File: config.mk
export PLATFORM = sky130hd
export DESIGN_NAME = invsqrt_arbiter_flat
export DESIGN_NICKNAME = d
export VERILOG_FILES = /design/src/rtl/invsqrt_arbiter_if.sv /design/src/rtl/invsqrt_arbiter.sv /design/src/flat_wrapper.sv
export SDC_FILE = /design/constraint.sdc
export NUM_CORES = 1
export LEC_CHECK = 0
export CORE_MARGIN = 2
export CORE_UTILIZATION = 40
export CTS_CLUSTER_SIZE = 25
export DETAILED_ROUTE_END_ITERATION = 16
export GPL_ROUTABILITY_DRIVEN = 0
export GPL_TIMING_DRIVEN = 1
export PLACE_DENSITY = 0.81
export SLEW_MARGIN = 25
export SYNTH_ARGS = -nofsm -noshare
export SYNTH_HDL_FRONTEND = slang
export SYNTH_SLANG_ARGS = --single-unit
export TNS_END_PERCENT = 30
File: constraint.sdc
create_clock -name clk -period 2.6 [get_ports clk]
set_input_delay 0.52 -clock clk [delete_from_list [all_inputs] [get_ports clk]]
set_output_delay 0.52 -clock clk [all_outputs]
set_load 0.01 [all_outputs]
File: src/rtl/invsqrt_arbiter_if.sv
// invsqrt_arbiter_if: requester, shared-unit and response signals of invsqrt_arbiter
interface invsqrt_arbiter_if #(
    parameter int NUM_REQ = 4,
    parameter int ID_W    = 2
);
    logic [NUM_REQ-1:0]    req_valid;
    logic [16*NUM_REQ-1:0] req_data;
    logic [NUM_REQ-1:0]    req_ready;
    logic [15:0]           unit_xin;
    logic                  unit_start;
    logic                  unit_done;
    logic [15:0]           unit_result;
    logic [1:0]            unit_ofuf;
    logic                  rsp_valid;
    logic                  rsp_ready;
    logic [ID_W-1:0]       rsp_id;
    logic [15:0]           rsp_data;
    logic [1:0]            rsp_ofuf;
    logic                  rsp_timeout;

    modport master (
        input  req_valid, req_data, unit_done, unit_result, unit_ofuf, rsp_ready,
        output req_ready, unit_xin, unit_start, rsp_valid, rsp_id, rsp_data, rsp_ofuf, rsp_timeout
    );

    modport slave (
        output req_valid, req_data, unit_done, unit_result, unit_ofuf, rsp_ready,
        input  req_ready, unit_xin, unit_start, rsp_valid, rsp_id, rsp_data, rsp_ofuf, rsp_timeout
    );
endinterface

File: src/rtl/invsqrt_arbiter.sv
// invsqrt_arbiter: round-robin sharing of one iterative inverse-sqrt unit among NUM_REQ requesters
// Defining INVSQRT_ARB_STATS_EN adds saturating completion/timeout counters stat_done and stat_timeout.
module invsqrt_arbiter #(
    parameter int NUM_REQ = 4,
    parameter int ID_W    = 2,
    parameter int TIMEOUT = 63
) (
    input  logic clk,
    input  logic reset,
    invsqrt_arbiter_if.master bus,
    output logic busy
`ifdef INVSQRT_ARB_STATS_EN
    ,
    output logic [15:0] stat_done,
    output logic [15:0] stat_timeout
`endif
);
    typedef enum logic [1:0] {IDLE, START, WAIT, RESP} state_t;

    state_t          state, state_n;
    logic [ID_W-1:0] rr_ptr, id, grant;
    logic [7:0]      wait_cnt;
    logic [15:0]     op, r_data;
    logic [1:0]      r_ofuf;
    logic            r_timeout, any, done_ok, to_hit;
    logic [15:0]     lane [NUM_REQ];

    function automatic logic [ID_W-1:0] wrap(input int v);
        return ID_W'(v % NUM_REQ);
    endfunction

    if (2**ID_W < NUM_REQ) begin : g_id_check
        $error("ID_W too narrow for NUM_REQ");
    end

    for (genvar i = 0; i < NUM_REQ; i++) begin : g_lane
        assign lane[i] = bus.req_data[16*i +: 16];
    end

    // Smallest offset from rr_ptr wins: scan offsets downward so the last hit stands.
    always_comb begin
        grant = rr_ptr;
        any   = 1'b0;
        for (int k = NUM_REQ - 1; k >= 0; k--)
            if (bus.req_valid[wrap(int'(rr_ptr) + k)]) begin
                grant = wrap(int'(rr_ptr) + k);
                any   = 1'b1;
            end
    end

    // A done still high from the previous operation is ignored in the first WAIT cycle.
    assign done_ok = bus.unit_done && wait_cnt != 8'd0;
    assign to_hit  = wait_cnt == 8'(TIMEOUT);

    always_comb begin
        state_n = state;
        case (state)
            IDLE:    state_n = any ? START : IDLE;
            START:   state_n = WAIT;
            WAIT:    state_n = (done_ok || to_hit) ? RESP : WAIT;
            RESP:    state_n = bus.rsp_ready ? IDLE : RESP;
            default: state_n = IDLE;
        endcase
    end

    always_ff @(posedge clk) begin
        if (reset) begin
            state     <= IDLE;
            rr_ptr    <= '0;
            wait_cnt  <= '0;
            op        <= '0;
            id        <= '0;
            r_data    <= '0;
            r_ofuf    <= '0;
            r_timeout <= 1'b0;
        end else begin
            state <= state_n;
            if (state == IDLE && any) begin
                op <= lane[grant];
                id <= grant;
            end
            if (state == START)
                wait_cnt <= '0;
            else if (state == WAIT && !to_hit)
                wait_cnt <= wait_cnt + 8'd1;
            if (state == WAIT && done_ok)
                {r_data, r_ofuf, r_timeout} <= {bus.unit_result, bus.unit_ofuf, 1'b0};
            else if (state == WAIT && to_hit)
                {r_data, r_ofuf, r_timeout} <= {16'h7E00, 2'b00, 1'b1};
            if (state == RESP && bus.rsp_ready)
                rr_ptr <= wrap(int'(id) + 1);
        end
    end

    assign bus.req_ready   = (state == IDLE && any && !reset) ? NUM_REQ'(1) << grant : '0;
    assign bus.unit_start  = state == START && !reset;
    assign bus.unit_xin    = op;
    assign bus.rsp_valid   = state == RESP && !reset;
    assign bus.rsp_id      = id;
    assign bus.rsp_data    = r_data;
    assign bus.rsp_ofuf    = r_ofuf;
    assign bus.rsp_timeout = r_timeout;
    assign busy            = state != IDLE && !reset;

`ifdef INVSQRT_ARB_STATS_EN
    always_ff @(posedge clk) begin
        if (reset) begin
            stat_done    <= '0;
            stat_timeout <= '0;
        end else begin
            stat_done    <= stat_done + 16'(state == WAIT && done_ok && stat_done != 16'hFFFF);
            stat_timeout <= stat_timeout + 16'(state == WAIT && !done_ok && to_hit && stat_timeout != 16'hFFFF);
        end
    end
`endif
endmodule

File: src/flat_wrapper.sv
// flat-port wrapper written by rule: the top's interface ports become plain ports
module invsqrt_arbiter_flat 
#(
    parameter int NUM_REQ = 4,
    parameter int ID_W    = 2,
    parameter int TIMEOUT = 63
)
  (clk, reset, busy, bus_req_valid, bus_req_data, bus_unit_done, bus_unit_result, bus_unit_ofuf, bus_rsp_ready, bus_req_ready, bus_unit_xin, bus_unit_start, bus_rsp_valid, bus_rsp_id, bus_rsp_data, bus_rsp_ofuf, bus_rsp_timeout);
  invsqrt_arbiter_if #(.NUM_REQ(NUM_REQ), .ID_W(ID_W)) bus_i ();
  input  logic clk;
  input  logic reset;
  output logic busy;
  input wire logic [$bits(bus_i.req_valid)-1:0] bus_req_valid;
  input wire logic [$bits(bus_i.req_data)-1:0] bus_req_data;
  input wire logic [$bits(bus_i.unit_done)-1:0] bus_unit_done;
  input wire logic [$bits(bus_i.unit_result)-1:0] bus_unit_result;
  input wire logic [$bits(bus_i.unit_ofuf)-1:0] bus_unit_ofuf;
  input wire logic [$bits(bus_i.rsp_ready)-1:0] bus_rsp_ready;
  output wire logic [$bits(bus_i.req_ready)-1:0] bus_req_ready;
  output wire logic [$bits(bus_i.unit_xin)-1:0] bus_unit_xin;
  output wire logic [$bits(bus_i.unit_start)-1:0] bus_unit_start;
  output wire logic [$bits(bus_i.rsp_valid)-1:0] bus_rsp_valid;
  output wire logic [$bits(bus_i.rsp_id)-1:0] bus_rsp_id;
  output wire logic [$bits(bus_i.rsp_data)-1:0] bus_rsp_data;
  output wire logic [$bits(bus_i.rsp_ofuf)-1:0] bus_rsp_ofuf;
  output wire logic [$bits(bus_i.rsp_timeout)-1:0] bus_rsp_timeout;
  assign bus_i.req_valid = bus_req_valid;
  assign bus_i.req_data = bus_req_data;
  assign bus_i.unit_done = bus_unit_done;
  assign bus_i.unit_result = bus_unit_result;
  assign bus_i.unit_ofuf = bus_unit_ofuf;
  assign bus_i.rsp_ready = bus_rsp_ready;
  assign bus_req_ready = bus_i.req_ready;
  assign bus_unit_xin = bus_i.unit_xin;
  assign bus_unit_start = bus_i.unit_start;
  assign bus_rsp_valid = bus_i.rsp_valid;
  assign bus_rsp_id = bus_i.rsp_id;
  assign bus_rsp_data = bus_i.rsp_data;
  assign bus_rsp_ofuf = bus_i.rsp_ofuf;
  assign bus_rsp_timeout = bus_i.rsp_timeout;
  invsqrt_arbiter #(.NUM_REQ(NUM_REQ), .ID_W(ID_W), .TIMEOUT(TIMEOUT)) u_core (.clk(clk), .reset(reset), .bus(bus_i), .busy(busy));
endmodule
* Yosys cells after proc, flatten, opt, wreduce, memory -nomap -nowiden
Index checks and enable logic that the tools add are counted.
** Storage, ports and cells
- Flip-flop bits (word level) :: 49
- Input bits :: 90
- Logic and storage cells :: 71
** Cells by class
- $add $sub $neg :: 5
- Order comparisons :: 5
- Eq/ne operators :: 4
- Shift-type cells :: 1
- Mux-type cells :: 28
- Bitwise gates (word level) :: 1
- Reductions and logical operators :: 19
** Operators with widths (number)
- 16-bit two-way mux :: 4
- 16-bit binary-select mux with 2-bit select :: 1
- 2-bit two-way mux :: 7
- 2-bit by 3-bit < comparator with 1-bit output, second input constant :: 4
- 1-bit logical AND :: 10
- 1-bit two-way mux :: 10
- 8-bit by 1-bit adder with 8-bit output, second input constant :: 1
- 1-bit binary-select mux with 2-bit select :: 4
- 8-bit by 6-bit == test with 1-bit output, second input constant :: 1
- 2-bit one-hot mux with 4 select lines :: 1
- 8-bit nonzero test :: 1
- 2-bit by 1-bit adder with 2-bit output, second input constant :: 2
- 2-bit adder, second input constant :: 2
- 2-bit == test, second input constant :: 2
- 4-bit two-way mux :: 1
- 2-bit nonzero test :: 2
- 2-bit OR reduction :: 2
- 1-bit by 2-bit << shifter with 4-bit output, first input constant :: 1
- 3-bit >= comparator, second input constant :: 1
- 2-bit inverter with 3-bit output :: 1
- 2-bit by 1-bit == test with 1-bit output, second input constant :: 1
- 1-bit logical NOT :: 2
- 2-bit logical NOT :: 1
- 1-bit logical OR :: 1

* Depth between registers and ports, before layout
Gate-level depths: netlist of the first run.
- Depth after elaboration :: 11
- Gate-level depth with buffers :: 7
- Mapped depth without buffers :: 6

* Worst setup path after synthesis of the first run
No wires, ideal clock.
- Path type :: in2out
- Start :: input port bus_req_valid[2]
- End :: output port bus_req_ready[1]
- Data arrival time :: 1.743 ns
- Required time :: 2.080 ns
- Path slack :: 0.337 ns
- Stages :: 6
- Path buffers :: 2
- Cells stage by stage :: nor2b_1 -> o21a_1 -> or3_1 -> buf_2 -> buf_2 -> nor2_1
** Between the ends
- Longest elaborated chain between the ends :: 9
- Elaborated cells on any way between the ends :: 20
- Those cells by class :: shift: 1; mux: 17; reduce/logical: 2
** RTL lines
- start: declaration :: RTL line flat_wrapper.sv:13 : input wire logic [$bits(bus_i.req_valid)-1:0] bus_req_valid;
- 1-bit binary-select mux with 2-bit select :: RTL line invsqrt_arbiter.sv:45 : if (bus.req_valid[wrap(int'(rr_ptr) + k)]) begin
- 1-bit two-way mux (not written as such) :: RTL line invsqrt_arbiter.sv:45
- 1-bit two-way mux (4 in series) :: RTL line invsqrt_arbiter.sv:45
- 1-bit logical AND (2 in series) :: RTL line invsqrt_arbiter.sv:95 : assign bus.req_ready = (state == IDLE && any && !reset) ? NUM_REQ'(1) << grant : '0;
- 4-bit two-way mux (*) :: RTL line invsqrt_arbiter.sv:95
- end: declaration :: RTL line flat_wrapper.sv:19 : output wire logic [$bits(bus_i.req_ready)-1:0] bus_req_ready;
Every way passes the cells marked *; elsewhere a longest branch is shown, timed or not. The select of a mux whose other input is x is not followed.

* Worst setup path in the final report of the first run
- Start :: input port bus_req_valid[1]
- End :: output port bus_req_ready[2]
The elaborated chain is that of the path after synthesis.

==> impl_results.md, run 1 <==
* Max Cap Viol at 0
* CP arrival at about 2.0 ns
* Clock Skew at 0.00693 ns
* Sequential area share after synthesis at around two fifths
* Slowest CP cell: clkdlybuf4s50_1
* Syn Std Cell Area at approximately 0.0026 mm²
* Top cells by area, synth: dfxtp_1 (38%), a211o_1 (5.5%), o2bb2ai_1 (5.5%)
* DIE WIDTH at between 80 and 90 µm
* Synth async-reset ratio at 0%
* Status: finished, final reports clean
* Post-Synth Simple-Gate Area at a little under a quarter
* Critical Path Source Type: input pin
* TNS Setup at 0 ns
* Largest family of logic cells by synthesized area: compound AO/OA/AOI/OAI gates
* Cells along the critical path: clkdlybuf4s50_1 > buf_4 > a211oi_1 > buf_4 > o311ai_4 > nor2_1 > clkdlybuf4s15_1
* Diode count at 0
* RSZ-0062 raised after global routing: false
* Critical path endpoint category: output pin
* WL per Instance at between 15 and 20 µm
* Mean Syn Cell Area at between 8 and 9 µm²
* Post-synthesis cell count at 290
* Ports at between 100 and 150
* Max-slew violation count at 0
* DPL Wire Length at between 6000 and 7000 µm
* Core area at about 0.0063 mm²
* Post-synthesis xor/xnor area fraction at approximately 2.4%
* Row cnt at 29
* Worst-Margin Slew at between 0.6 and 0.7 ns
* Main synth FF type: dfxtp_1
* Largest net degree at the start of global routing at 33
* Worst-Skew Late Latency at just under 0.3 ns
* Hold Path Class: register to register
* Initial antenna violation count at 0
* Worst relative slew slack at between 50% and 60%
* CTS sink cnt at 49
* Final hold viol count at 0
* Num CTS Buffers at 5
* Max VDD drop at between 0.3 and 0.4 mV
* Number of port buffers at roughly 130
* Yosys reg bits at 49
* Total wire length at slightly above 8000 µm
* CTS tree: built
* Final setup violation count at 0
* Share of cells above drive strength 1 at between 15 and 20%
* Number of synthesized flops with an enable pin at 0
* Pleak at approximately 1.7 nW
* Number of global-route vias before repair at 2848
* Area Growth Syn to Fin at 62.3%
* Cell taking the most area after synthesis: dfxtp_1
* Crit Path Category: input pin to output pin
* Initial core utilization at between 40% and 50%
* Remaining antenna violation count at 0
* Fmax at just under 400 MHz
* Netlist cell types at 44
* Pwr/cell area at between 400 and 500 mW/mm²
* Deepest clock path buffer count at 2
* Post-Place Worst Slack at -0.426 ns
* Min Hold Slack at ~0.51 ns
* Worst-path fanout max at 4
* CP bufs+invs at 4
* First-pass GRT wire length at 13300 µm
* GRT Total Usage at approximately 23%
* Clk slew on worst S/H paths at around 0.090 ns
* Synth Area in Adders at less than 1%
* Commonest cells in the netlist: dfxtp_1 (49), nor2_1 (34), a21oi_1 (23), nand3_1 (20), o21ai_0 (18)
* Post-layout util at 66.2%
* Vias at 2789
* Post-route setup slack at ~0.044 ns
* Hold Buf Count CTS at 0
* Cell family with most CP delay: buffers and inverters
* Drt pass-1 iters at 4
* Mux contribution to synthesized area at 0%
* CP peak stage delay at slightly below 0.5 ns
* Nets at 526
* Die area at 0.00706 mm²
* Warnings, synthesis at 0
* Fraction of the mapped netlist area in compound gates at a little under 30%
* Top-area cell type share of the netlist area at 38.3%
* Synthesized Nets at between 300 and 400
* Tcrit/Tclk final at ~100%
* CP most frequent cell: buf_4
* Most frequent cell after synthesis: dfxtp_1
* Worst path required time at 2.08 ns
* Final min period at 2.56 ns
* Die Height at between 80 and 90 µm
* CTS Root Cell: clkbuf_8
* Grt total ovfl at 0
* CTS H-tree depth at 2
* DRC at 0
* Initial detailed-routing violation count at ~140
* Post-DR vias/cell at ~5.4
-- cell usage in the layout, fill, tap and decap left out, types with 6 or more instances in the layout --
cell type,count
clkdlybuf4s50_1,126
buf_4,25
a22oi_1,12
nand3_2,13
dfxtp_1,49
o21ai_0,18
a211o_1,16
nand3_1,20
nor2_1,33
a21oi_1,23
o221a_2,6
o2bb2ai_1,16
-- final timing paths --
path | start | cells after the start | slack (ns) | end
setup / recovery | bus_req_valid[1] | 7 | 0.04 | bus_req_ready[2]
hold / removal | u_core.bus.rsp_id[1] | 2 | 0.51 | u_core.bus.rsp_id[1]
setup reg to reg | u_core.rr_ptr[1] | 6 | 0.57 | u_core.bus.unit_xin[13]
hold reg to reg | u_core.bus.rsp_id[1] | 2 | 0.51 | u_core.bus.rsp_id[1]
-- per-stage QoR --
stage          area [µm²]  std cells  total power [mW]
6_report             4160        512              1.81
5_1_grt              4160        512              1.91
4_1_cts              4150        512              1.83
3_5_place_dp         4040        503              1.39
3_3_place_gp         4040        503              1.38
2_1_floorplan        2560        290              1.08
-- registers in the layout, indices dropped and copies added (netlist names) --
register                cells
u_core.wait_cnt             8
u_core.bus.rsp_id           2
u_core.bus.rsp_timeout      1
u_core.rr_ptr               2
u_core.bus.rsp_ofuf         2
u_core.state                2
u_core.bus.unit_xin        16
u_core.bus.rsp_data        16
-- tightest hold or removal path, cell delays in order (launching register included) --
cell and delay, ns:
dfxtp_1 0.35, nand2_1 0.06, a21oi_1 0.06
-- where the power goes --
| part | total [mW] | switching [mW] | internal (mW) |
|---|---|---|---|
| registers | 0.837 | 0.0361 | 0.801 |
| logic | 0.541 | 0.222 | 0.319 |
| clock network | 0.435 | 0.248 | 0.187 |
-- cell type report --
cell class,instances,area [µm²]
Multi-Input combinational cell,215,1460
Sequential cell,49,981
Fill cell,531,2120
Inverter,5,18.8
Clock inverter,2,10.0
Timing Repair Buffer,158,1520
Clock buffer,6,72.6
Tap cell,77,96.3
-- metal layers --
layer  track usage (%)  up-vias  part of all wire, %
li1                  -     1375                    -
met3              4.45       10                  4.5
met5                 0        -                    0
met4              6.60        0                  1.5
met2              40.2       79                   51
met1              27.4     1325                   43
-- kinds of logic after synthesis --
logic type,Yosys count
AO/OA/AOI/OAI,104
XOR/XNOR,7
adder cells (fa/ha/maj),2
buffers and inverters,26
flip-flops,49
AND/OR/NAND/NOR,102
-- what timing repair did --
action	in CTS	in global routing
resized for setup	17	3
cloned	0	0
endpoints found under the hold margin	0	0
setup endpoints to repair	4	2
pin swaps	1	1
buffers inserted	1	0
No activity file was read; power rests on OpenSTA's default activity.
==> inputs of run 2 (changes only) <==
--- a/config.mk
+++ b/config.mk
@@ -11,7 +11,7 @@
 export DETAILED_ROUTE_END_ITERATION = 16
 export GPL_ROUTABILITY_DRIVEN = 0
 export GPL_TIMING_DRIVEN = 1
-export PLACE_DENSITY = 0.81
+export PLACE_DENSITY_LB_ADDON = 0.3
 export SLEW_MARGIN = 25
 export SYNTH_ARGS = -nofsm -noshare
 export SYNTH_HDL_FRONTEND = slang
==> constraint.sdc (replaced) <==
create_clock -name clk -period 2.65 [get_ports clk]
set_input_delay 0.53 -clock clk [delete_from_list [all_inputs] [get_ports clk]]
set_output_delay 0.53 -clock clk [all_outputs]
set_load 0.01 [all_outputs]
==> impl_results.md, run 2 (synthesized netlist as in run 1, its figures left out) <==
* Status: finished, final reports clean
* Nets at 528 (+0.38%)
* Number of port buffers at 133 (unchanged)
* Max VDD drop at 0.271 mV (-23%)
* Hold Buf Count CTS at 0 (unchanged)
* Area of the multi-input gates at 0.00147 mm² (+0.43%)
* CTS H-tree depth at 2 (unchanged)
* Worst relative slew slack at 54.0% (-2.3 points)
* Pleak at 1.72 nW (+2.9%)
* Worst-Margin Slew at 0.682 ns (+0.0335 ns)
* Num CTS Buffers at 5 (unchanged)
* Remaining antenna violation count at 0 (unchanged)
* GRT Total Usage at 22.6% (-0.052 points)
* CTS tree: built
* Post-DR vias/cell at 5.49 (+0.86%)
* Deepest clock path buffer count at 2 (unchanged)
* CP bufs+invs at 3 (-1)
* Drt pass-1 iters at 4 (unchanged)
* Clock Power Share at 28.9% (+4.9 points)
* Filler cell count in the final layout at 518 (-2.4%)
* Cell total after placement at 505 (+0.40%)
* Final hold viol count at 0 (unchanged)
* Comb pwr share at 28.1% (-1.7 points)
* RSZ-0062 raised after global routing: false
* DIE WIDTH at 84.0 µm (unchanged)
* Post-layout util at 67.2% (+1.0 points)
* Hold Path Class: register to register
* CP peak stage delay at 0.35 ns (-0.14 ns)
* WL per Instance at 15.7 µm (-0.64%)
* Number of global-route vias before repair at 2745 (-3.6%)
* Most frequent cells in the layout: clkdlybuf4s50_1 (125), dfxtp_1 (49), nor2_1 (33)
* Area Growth Syn to Fin at 64.7%
* Crit Path Category: input pin to output pin
* Reg area at 981 µm² (unchanged)
* CTS sink cnt at 49 (unchanged)
* Worst path required time at 2.12 ns (+0.04 ns)
* Slowest CP cell: o311ai_4
* Clock Skew at 0.00550 ns (-0.00143 ns)
* First-pass GRT wire length at 13100 µm (-1.5%)
* Cell family with most CP delay: buffers and inverters
* Die area at 0.00706 mm² (unchanged)
* Max-slew violation count at 0 (unchanged)
* Grt total ovfl at 0 (unchanged)
* Row cnt at 29 (unchanged)
* Fmax at approximately 400 MHz
* Die Height at 84.0 µm (unchanged)
* Diode count at 0 (unchanged)
* Total wire length at 8070 µm (-0.25%)
* Critical Path Source Type: input pin
* Post-route setup slack at 0.131 ns (+0.0871 ns)
* Clk slew on worst S/H paths at 0.08 ns (about the same)
* Core area at 0.00628 mm² (unchanged)
* Worst-path fanout max at 4 (unchanged)
* Cells along the critical path: dlygate4sd2_1 > nor2b_2 > o21ba_1 > buf_4 > o311ai_4 > nor2_1 > clkdlybuf4s15_2
* DRC at 0 (unchanged)
* Share of cells above drive strength 1 at 16.2% (+1.1 points)
* Commonest non-fill, non-tap cell in the layout: clkdlybuf4s50_1
* Tcrit/Tclk final at between 90% and 100%
* DPL Wire Length at 5940 µm (-2.4%)
* CP arrival at 1.99 ns (-0.05 ns)
* Largest net degree at the start of global routing at 33 (unchanged)
* Pwr/cell area at 452 mW/mm² (+3.6%)
* Critical path endpoint category: output pin
* Max Cap Viol at 0 (unchanged)
* Final min period at roughly 2.5 ns
* Vias at 2824 (+1.3%)
* Initial core utilization at 40.8% (unchanged)
* Sequential share of power at 42.9% (-3.3 points)
* Ports at 134 (unchanged)
* P_int at 1.41 mW (+7.9%)
* Final setup violation count at 0 (unchanged)
* Post-Layout Cell Count at 514 (+0.39%)
* NetSw at 496 µW (-1.9%)
* Worst-Skew Late Latency at 0.30 ns (about the same)
* Initial antenna violation count at 0 (unchanged)
* Initial detailed-routing violation count at 109 (-23%)
* Post-Place Worst Slack at -0.399 ns (+0.0272 ns)
* Switching share of power at 26.0% (-1.9 points)
* CTS Root Cell: clkbuf_8
run 2: cell count changes in the layout (fill, tap and decap cells not counted), sizes merged:
cell	change
buf	+4
clkbuf	+1
bufinv	+1
dlygate4sd2	-1
dlymetal6s2s	+2
clkinv	-2
clkdlybuf4s50	-1
clkdlybuf4s15	-2
run 2: path summary, 6_finish.rpt:
check / to / slack, ns / cells after the start / from
setup reg to reg: u_core.bus.unit_xin[15] / 0.67 / 6 / u_core.rr_ptr[1]
setup / recovery: bus_req_ready[2] / 0.13 / 7 / bus_req_valid[0]
hold reg to reg: u_core.bus.rsp_id[1] / 0.51 / 2 / u_core.bus.rsp_id[1]
hold / removal: u_core.bus.rsp_id[1] / 0.51 / 2 / u_core.bus.rsp_id[1]
run 2: power by group through the flow:
| stage | Combinational [mW] | Sequential, mW | Clock [mW] |
|---|---|---|---|
| 3_5_place_dp | 0.531 | 0.835 | 0 |
| 5_1_grt | 0.575 | 0.826 | 0.594 |
| 4_1_cts | 0.539 | 0.818 | 0.567 |
| 6_report | 0.536 | 0.818 | 0.551 |
| 2_1_floorplan | 0.204 | 0.852 | 0 |
| 3_3_place_gp | 0.521 | 0.834 | 0 |
run 2: per-stage QoR:
step / cell area, µm² / TNS [ns] / hold WS, ns / power, mW
floorplan: 2560 / 0 / 0.471 / 1.06
global placement: 4070 / -1.38 / 0.488 / 1.36
detailed placement: 4070 / -1.38 / 0.483 / 1.37
CTS: 4210 / 0 / 0.512 / 1.92
global route: 4220 / 0 / 0.535 / 2.00
finish: 4220 / 0 / 0.507 / 1.91
run 2: final cells by class:
type / instances / share of cell area (%)
Clock buffer: 7 / 2.05
Clock inverter: 1 / 0.712
Inverter: 5 / 0.445
Multi-Input combinational cell: 215 / 34.7
Sequential cell: 49 / 23.2
Tap cell: 77 / 2.28
Timing Repair Buffer: 160 / 36.5
run 2: per-layer routing:
metal / up-vias / part of all wire, % / track usage [%]
li1: 1376 / - / -
met3: 16 / 6.3 / 5.34
met5: - / 0 / 0
met1: 1330 / 42 / 27.4
met2: 102 / 49 / 38.7
met4: 0 / 2.0 / 8.06
run 2: worst register-to-register path: stages (launching register included):
cell and delay, ns:
dfxtp_1 0.49, nor3_1 0.12, or4_4 0.51, buf_4 0.28, nand3_2 0.13, o2bb2ai_1 0.07
a211o_1 0.27
run 2: timing repair:
item | 4_1_cts | 5_1_grt
endpoints found under the setup margin | 4 | 4
endpoints found under the hold margin | 0 | 0
pin swaps | 2 | 1
resized for setup | 23 | 3
buffers inserted | 1 | 0
==> inputs of run 3 (changes only) <==
--- a/config.mk
+++ b/config.mk
@@ -5,8 +5,10 @@
 export SDC_FILE = /design/constraint.sdc
 export NUM_CORES = 1
 export LEC_CHECK = 0
+export CELL_PAD_IN_SITES_DETAIL_PLACEMENT = 2
+export CELL_PAD_IN_SITES_GLOBAL_PLACEMENT = 2
 export CORE_MARGIN = 2
-export CORE_UTILIZATION = 40
+export CORE_UTILIZATION = 22
 export CTS_CLUSTER_SIZE = 25
 export DETAILED_ROUTE_END_ITERATION = 16
 export GPL_ROUTABILITY_DRIVEN = 0
==> impl_results.md, run 3 (synthesized netlist as in run 1, its figures left out) <==
* Hold Path Depth at 2 (unchanged)
* Worst-path fanout max at 5 (+1)
* CTS H-tree depth at 2 (unchanged)
* Max-slew violation count at 0 (unchanged)
* CTS sink cnt at 49 (unchanged)
* Share of cells above drive strength 1 at 15.9% (-0.34 points)
* Worst Reg-to-Reg Cells at 6 (unchanged)
* Die Height at 112 µm (+33%)
* DRC at 0 (unchanged)
* Crit Reg-Reg Endpoint: u_core.bus.unit_xin[0]
* Max VDD drop at 0.266 mV (-2.1%)
* Final setup violation count at 0 (unchanged)
* WL per Instance at 18.3 µm (+16%)
* CTS tree: built
* Fmax at 380 MHz (-4.2%)
* Core area at 0.0114 mm² (+81%)
* Deepest clock path buffer count at 2 (unchanged)
* Tcrit/Tclk final at 99.2% (+4.1 points)
* Num CTS Buffers at 5 (unchanged)
* Max Cap Viol at 0 (unchanged)
* Initial detailed-routing violation count at 80 (-27%)
* Initial antenna violation count at 0 (unchanged)
* Area of the multi-input gates at 0.00146 mm² (-0.77%)
* Most frequent cells in the layout: clkdlybuf4s50_1 (126), dfxtp_1 (49), nor2_1 (34)
* Status: finished, final reports clean
* Worst relative slew slack at 48.2% (-5.7 points)
* Area Growth Syn to Fin at 68.9%
* Nets at 531 (+0.57%)
* GRT Total Usage at 17.0% (-5.6 points)
* Total wire length at 10700 µm (+32%)
* Critical Path Source Type: input pin
* Crit Path Category: input pin to output pin
* Pleak at 1.71 nW (-0.28%)
* Worst path required time at 2.12 ns (about the same)
* Initial core utilization at 22.5% (-18 points)
* Critical path endpoint category: output pin
* DIE WIDTH at 112 µm (+33%)
* Ports at 134 (unchanged)
* Post-DR vias/cell at 4.88 (-11%)
* Pwr/cell area at 466 mW/mm² (+3.3%)
* Reg area at 981 µm² (unchanged)
* Final hold viol count at 0 (unchanged)
* Die area at 0.0125 mm² (+77%)
* First-pass GRT wire length at 17100 µm (+31%)
* R2R Setup Slk at 0.64 ns (-0.03 ns)
* Clk slew on worst S/H paths at 0.07 ns (about the same)
* Grt total ovfl at 0 (unchanged)
* Number of global-route vias before repair at 3212 (+17%)
* Hold path startpoint: u_core.bus.rsp_timeout
* Diode count at 0 (unchanged)
* Clock Skew at 0.00614 ns (+0.000643 ns)
* Worst Hold Path EP: u_core.bus.rsp_timeout
* Row cnt at 39 (+34%)
* Min Hold Slack at 0.519 ns (+0.0114 ns)
* Largest net degree at the start of global routing at 33 (unchanged)
* Final min period at 2.63 ns (+0.110 ns)
* Filler cell count in the final layout at 1292 (+150%)
* Worst-Margin Slew at 0.767 ns (+0.0849 ns)
* Worst R2R Start: u_core.rr_ptr[1]
* Post-layout util at 38.1% (-29 points)
* CP arrival at 2.10 ns (+0.11 ns)
* Placed instance area at 0.00416 mm² (+2.3%)
* Drt pass-1 iters at 4 (unchanged)
* TNS Setup at 0 ns (unchanged)
* Design Area, Final at 0.00433 mm² (+2.5%)
* Vias at 2845 (+0.74%)
* CTS Root Cell: clkbuf_16
* Hold Path Class: register to register
* DPL Wire Length at 8110 µm (+37%)
* Worst-Skew Late Latency at 0.29 ns (about the same)
* Number of port buffers at 133 (unchanged)
* RSZ-0062 raised after global routing: true
* Remaining antenna violation count at 0 (unchanged)
* Commonest non-fill, non-tap cell in the layout: clkdlybuf4s50_1
[run 3: per-layer routing]
metal	GRT usage, %	vias to the layer above	share of wire (%)
li1	-	1379	-
met5	0	-	0
met2	30.8	72	51
met3	3.86	9	5.0
met4	3.62	0	1.4
met1	20.4	1385	43
[run 3: cell type report]
| class | instances | area share (%) |
|---|---|---|
| Clock inverter | 2 | 0.347 |
| Timing Repair Buffer | 163 | 35.8 |
| Sequential cell | 49 | 22.7 |
| Clock buffer | 6 | 2.98 |
| Tap cell | 143 | 4.13 |
| Multi-Input combinational cell | 215 | 33.6 |
| Inverter | 5 | 0.434 |
[run 3: repair_timing]
item,CTS,global route
pin swaps,1,1
resized for setup,17,2
buffers inserted,1,0
hold buffers,0,0
setup endpoints to repair,4,4
[run 3: metrics by stage]
stage,setup WS [ns],cells,total power [mW]
5_1_grt,-0.0203,583,2.14
4_1_cts,0.0230,583,2.05
3_5_place_dp,-0.465,574,1.39
2_1_floorplan,0.367,290,1.06
6_report,0.0211,583,2.02
3_3_place_gp,-0.419,574,1.38
[run 3: critical path: stages]
cell and delay [ns]:
clkdlybuf4s50_1 0.44, buf_4 0.17, or4_4 0.56, nand2_4 0.09
nor2_1 0.05, clkdlybuf4s15_2 0.25
[run 3: worst max-delay path by stage]
stage	start	end	depth (start not counted)
global placement	bus_req_valid[2]	bus_req_ready[1]	6
global route	bus_req_valid[1]	bus_req_ready[0]	6
finish	bus_req_valid[1]	bus_req_ready[0]	6
CTS	bus_req_valid[1]	bus_req_ready[0]	6
floorplan	bus_req_valid[2]	bus_req_ready[1]	6
detailed placement	bus_req_valid[2]	bus_req_ready[1]	6
[run 3: power by group]
part | switching [mW] | internal, mW
registers | 0.0358 | 0.786
logic | 0.235 | 0.320
clock network | 0.292 | 0.351
